File: src/rtl/serial_subtractor.sv
// Bit-serial subtractor: diff = a - b - bin, LSB first, one full-subtractor cell and a registered borrow.
// Optional signed-overflow output enabled by defining SERIAL_SUB_OVERFLOW_EN.
module serial_subtractor #(
   parameter int WIDTH = 8,
   parameter int CNT_W = $clog2(WIDTH + 1)
) (
   input  logic             clk,
   input  logic             rst_n,
   input  logic             in_valid,
   output logic             in_ready,
   input  logic [WIDTH-1:0] a,
   input  logic [WIDTH-1:0] b,
   input  logic             bin,
   output logic             out_valid,
   input  logic             out_ready,
   output logic [WIDTH-1:0] diff,
   output logic             bout
`ifdef SERIAL_SUB_OVERFLOW_EN
   ,
   output logic             ovf
`endif
);

   typedef enum logic [1:0] {IDLE, SHIFT, DONE} state_t;

   state_t           state, state_nx;
   logic [WIDTH-1:0] a_sr, b_sr, res_sr, res_nx;
   logic [CNT_W-1:0] cnt;
   logic             br, br_nx, d_bit, last_bit;

   // Handshake: a transfer happens on a rising edge where valid and ready are both high.
   // in_ready is high only in IDLE; out_valid is high only in DONE, so operations never overlap.
   always_ff @(posedge clk or negedge rst_n) begin
      if (!rst_n) state <= IDLE;
      else        state <= state_nx;
   end

   assign last_bit = (cnt == CNT_W'(WIDTH - 1));

   always_comb begin
      state_nx  = state;
      in_ready  = 1'b0;
      out_valid = 1'b0;
      case (state)
         IDLE: begin
            in_ready = 1'b1;
            if (in_valid) state_nx = SHIFT;
         end
         SHIFT: begin
            if (last_bit) state_nx = DONE;
         end
         DONE: begin
            out_valid = 1'b1;
            if (out_ready) state_nx = IDLE;
         end
         default: state_nx = IDLE;
      endcase
   end

   // Full-subtractor cell on the operand LSBs; result bits enter from the MSB side.
   always_comb begin
      d_bit            = a_sr[0] ^ b_sr[0] ^ br;
      br_nx            = (~a_sr[0] & b_sr[0]) | (~(a_sr[0] ^ b_sr[0]) & br);
      res_nx           = res_sr >> 1;
      res_nx[WIDTH-1]  = d_bit;
   end

   // diff/bout live in separate output registers so they stay stable while the next result shifts.
   always_ff @(posedge clk or negedge rst_n) begin
      if (!rst_n) begin
         a_sr   <= '0;
         b_sr   <= '0;
         res_sr <= '0;
         br     <= 1'b0;
         cnt    <= '0;
         diff   <= '0;
         bout   <= 1'b0;
`ifdef SERIAL_SUB_OVERFLOW_EN
         ovf    <= 1'b0;
`endif
      end else begin
         case (state)
            IDLE: begin
               if (in_valid) begin
                  a_sr   <= a;
                  b_sr   <= b;
                  br     <= bin;
                  res_sr <= '0;
                  cnt    <= '0;
               end
            end
            SHIFT: begin
               a_sr   <= a_sr >> 1;
               b_sr   <= b_sr >> 1;
               res_sr <= res_nx;
               br     <= br_nx;
               cnt    <= cnt + CNT_W'(1);
               if (last_bit) begin
                  diff <= res_nx;
                  bout <= br_nx;
`ifdef SERIAL_SUB_OVERFLOW_EN
                  // br here is the borrow into the MSB cell.
                  ovf  <= br ^ br_nx;
`endif
               end
            end
            default: ;
         endcase
      end
   end

endmodule

File: config.mk
export PLATFORM = sky130hd
export DESIGN_NAME = serial_subtractor
export DESIGN_NICKNAME = d
export VERILOG_FILES = /design/src/rtl/serial_subtractor.sv
export SDC_FILE = /design/constraint.sdc
export NUM_CORES = 1
export LEC_CHECK = 0
export ABC_AREA = 0
export CORE_MARGIN = 5
export CORE_UTILIZATION = 35
export DETAILED_ROUTE_END_ITERATION = 6
export PLACE_DENSITY = 0.68
export SYNTH_ARGS = -nofsm -noshare
export SYNTH_HDL_FRONTEND = slang
export SYNTH_SLANG_ARGS = --single-unit
File: constraint.sdc
create_clock -name clk -period 1.8 [get_ports clk]
set_input_delay 0.27 -clock clk [delete_from_list [all_inputs] [get_ports clk]]
set_output_delay 0.27 -clock clk [all_outputs]
set_load 0.005 [all_outputs]
==> results by group <==
Yosys
  • YS warnings: 0
  • Most used DFF post-synth: dfrtp_1
  • Synthesized area: about 1800 um^2
  • Area leader, netlist: dfrtp_1
  • Post-synth EDFFs: 0
  • #FFs+latches synth: 39
  • Sequential area share after synthesis: roughly 55%
  • Post-Syn Nets: between 150 and 200
  • Syn Area/Cell: 11.2 um^2
  • Synth area leaders: dfrtp_1, a22oi_1, nor2b_1, mux2_2, o21ai_0
  • Mapped Cells: 158
  • Top-count cell post-synth: dfrtp_1
  • Synth top area share: a little under three fifths
  • Async SR Flop Fraction: 100%
  • Synth cell types: 25
  • Top post-synthesis cells by count: dfrtp_1, o21ai_0, nor2b_1, a21oi_1, a22oi_1

STA
  • Final Cycle Share: between 90% and 100%
  • Fin. max-slew vios: 0
  • Minimum clock period: around 1700 ps
  • Final hold vios: 0
  • Fmax: 576 MHz
  • Post-Route Setup TNS: 0 ps
  • Clk_skew: 10.6 ps
  • Setup WS post-layout: slightly above 60 ps
  • Unrepaired setup endpoints after global routing: no
  • Worst-Margin Slew: 513 ps
  • Setup violations, final: 0
  • Slew headroom: between 60% and 70%

Power
  • Pleak: approximately 0.0010 uW
  • P per Cell Area: ~1500 nW/um^2
  • Proportion of power drawn by flip-flops and latches: roughly 42%
  • Clock power frac: between 20 and 25%
  • Max VDD drop: between 600 and 700 uV
  • Sw Pwr: about 1100 uW
  • Cell-internal power: ~2400 uW
  • Logic pwr share: between 30% and 40%
  • Total Power: about 3500 uW
  • Switch share: 32.3%

Worst setup path
  • Crit-path max FO: 4
  • Reg2reg end: diff[7]$_DFFE_PN0P_
  • Critical path's slowest cell: clkdlybuf4s50_1
  • Crit start category: flip-flop
  • CP top delay family: buffers and inverters
  • R2R Path Start: cnt[0]$_DFFE_PN0P_
  • WS Path Type: flip-flop to output pin
  • R2r worst-path depth: 4
  • R2R setup slack: 190 ps
  • CP Capture Type: output pin
  • CP bufs+invs: 1
  • CP required: 1530 ps
  • Crit path arrival time: about 1500 ps
  • Max stage delay on crit path: 500 ps
  • Critical path, cell by cell: and2b_1 > clkdlybuf4s50_1

Place
  • IO buf count: 31
  • Place WS: between 150 and 200 ps
  • Final HPWL DP: around 2.6 mm
  • Placer Congestion: 0.805

Finish
  • Final core occ: about half
  • Nets: 221
  • # fillers: around 460
  • Area grow syn2layout: 32.1%
  • Layout cells sized above 1: between 10% and 20%
  • # diodes: 0

Hold path
  • Hold Crit Class: input pin to asynchronous set/reset pin

GRT
  • Total Routing Usage GR: between 10% and 20%
  • Vias in the first global route: between 1000 and 1500
  • Grt total ovfl: 0
  • Initial antenna violation count: 0
  • First-pass GRT wire length: roughly 6.3 mm
  • Largest net degree at the start of global routing: 23

Routing
  • Detail Route Antenna Nets: 0
  • Uppermost layer routed: met4
  • Wire length per cell: approximately 14 um
  • WL final: around 3.8 mm
  • Met3 routed WL: 188 um
  • Vias: approximately 1300
  • M1 wire length: 1.89 mm
  • Drt drc: 0
  • Starting DRT DRC Count: ~110
  • DR vias/cell: roughly 5.0
  • First drt pass iteration count: 4
  • Met2 Wirelength: 1.65 mm

Clock network
  • Worst-case clock buffer depth: 2
  • CTS tree: yes
  • Worst-path clk slew: ~80 ps
  • TritonCTS buffer count: 5
  • Clk Latency, worst-skew pair: 290 ps
  • Clk sink count: 39
  • H-tree Lvls: 2
  • Clock Tree Root: clkbuf_8

Job
  • Max_cap viols: 0

Floorplan
  • DIE AREA: around 6600 um^2
  • Initial core utilization: roughly 37%
  • Die W: 81.1 um
  • IO Pins: 32
  • Core region area: between 4000 and 5000 um^2
  • Die Y: 81.1 um
  • Row cnt: 25

Status
  • Status: finished clean
## routing by layer
layer,vias to the layer above,global-route usage (%)
met3,6,3.99
met2,32,17.7
li1,650,-
met1,653,17.8
met4,0,4.56
met5,-,0
## cell usage in the layout, fill, tap and decap left out, types with 2 or more instances in the layout
cell / netlist / routed
a21oi_1: 16 / 16
a22o_1: 9 / 9
a22oi_1: 15 / 15
a2bb2oi_1: 3 / 3
buf_4: 1 / 9
clkbuf_8: 0 / 5
clkdlybuf4s50_1: 0 / 30
dfrtp_1: 39 / 39
inv_1: 4 / 4
mux2_2: 9 / 9
nand2_1: 4 / 4
nor2_1: 3 / 2
nor2b_1: 17 / 17
o21ai_0: 18 / 18
## what timing repair did
action	4_1_cts	5_1_grt
hold endpoints to repair	17	0
endpoints found under the setup margin	1	2
resized for setup	1	1
buffers inserted	0	1
hold buffers	1	0
## metrics by stage
step	hold WS (ps)	cells	cell area, um^2
4_1_cts	456	265	2330
3_5_place_dp	241	256	2200
2_1_floorplan	-25.6	158	1770
6_report	452	266	2340
5_1_grt	503	266	2340
3_3_place_gp	239	256	2200
## sequential cells by signal, summed over array words and instances, names as in the netlist
signal / cells
a_sr: 8
b_sr: 8
diff: 8
res_sr: 7
cnt: 4
state: 2
bout: 1
br: 1
## power groups by stage
stage | sequential, uW | clock [uW] | combinational [uW]
floorplan | 1460 | 0 | 841
global placement | 1500 | 0 | 1310
detailed placement | 1510 | 0 | 1330
CTS | 1490 | 747 | 1340
global route | 1540 | 785 | 1470
finish | 1500 | 724 | 1320
## worst max path at each step
| stage | from | endpoint | slack [ps] | cells after the start |
|---|---|---|---|---|
| 2_1_floorplan | cnt[0]$_DFFE_PN0P_ | diff[0]$_DFFE_PN0P_ | 370 | 4 |
| 3_3_place_gp | cnt[0]$_DFFE_PN0P_ | diff[0]$_DFFE_PN0P_ | 210 | 4 |
| 3_5_place_dp | cnt[0]$_DFFE_PN0P_ | diff[7]$_DFFE_PN0P_ | 190 | 4 |
| 4_1_cts | state[1]$_DFFE_PN0P_ | out_valid | 20 | 3 |
| 5_1_grt | state[0]$_DFFE_PN0P_ | out_valid | 6 | 2 |
| 6_report | state[0]$_DFFE_PN0P_ | out_valid | 60 | 2 |
## worst register-to-register path: cells and delay by family, from the launching register on
family                     cells  cell delay [ps]
muxes                          1              390
and+or+nand+nor                2              520
adders and majority gates      1              190
DFF                            1              390
## logic make-up (layout without fill, tap and decap cells)
family / after synthesis / count (layout) / synth area share, %
simple gates: 29 / 29 / 10.2
flops: 39 / 39 / 55.1
buf+inv: 14 / 55 / 3.39
fa+ha+maj: 2 / 2 / 1.84
mux: 10 / 10 / 6.29
compound gates: 64 / 64 / 23.2
## layout make-up
cell class | count | area (um^2) | area share (%)
Clock inverter | 3 | 43.8 | 1.87
Inverter | 4 | 15.0 | 0.642
Sequential cell | 39 | 976 | 41.7
Timing Repair Buffer | 43 | 414 | 17.7
Multi-Input combinational cell | 105 | 738 | 31.6
Clock buffer | 5 | 68.8 | 2.94
Tap cell | 67 | 83.8 | 3.58
No activity file was read; power rests on OpenSTA's default activity.
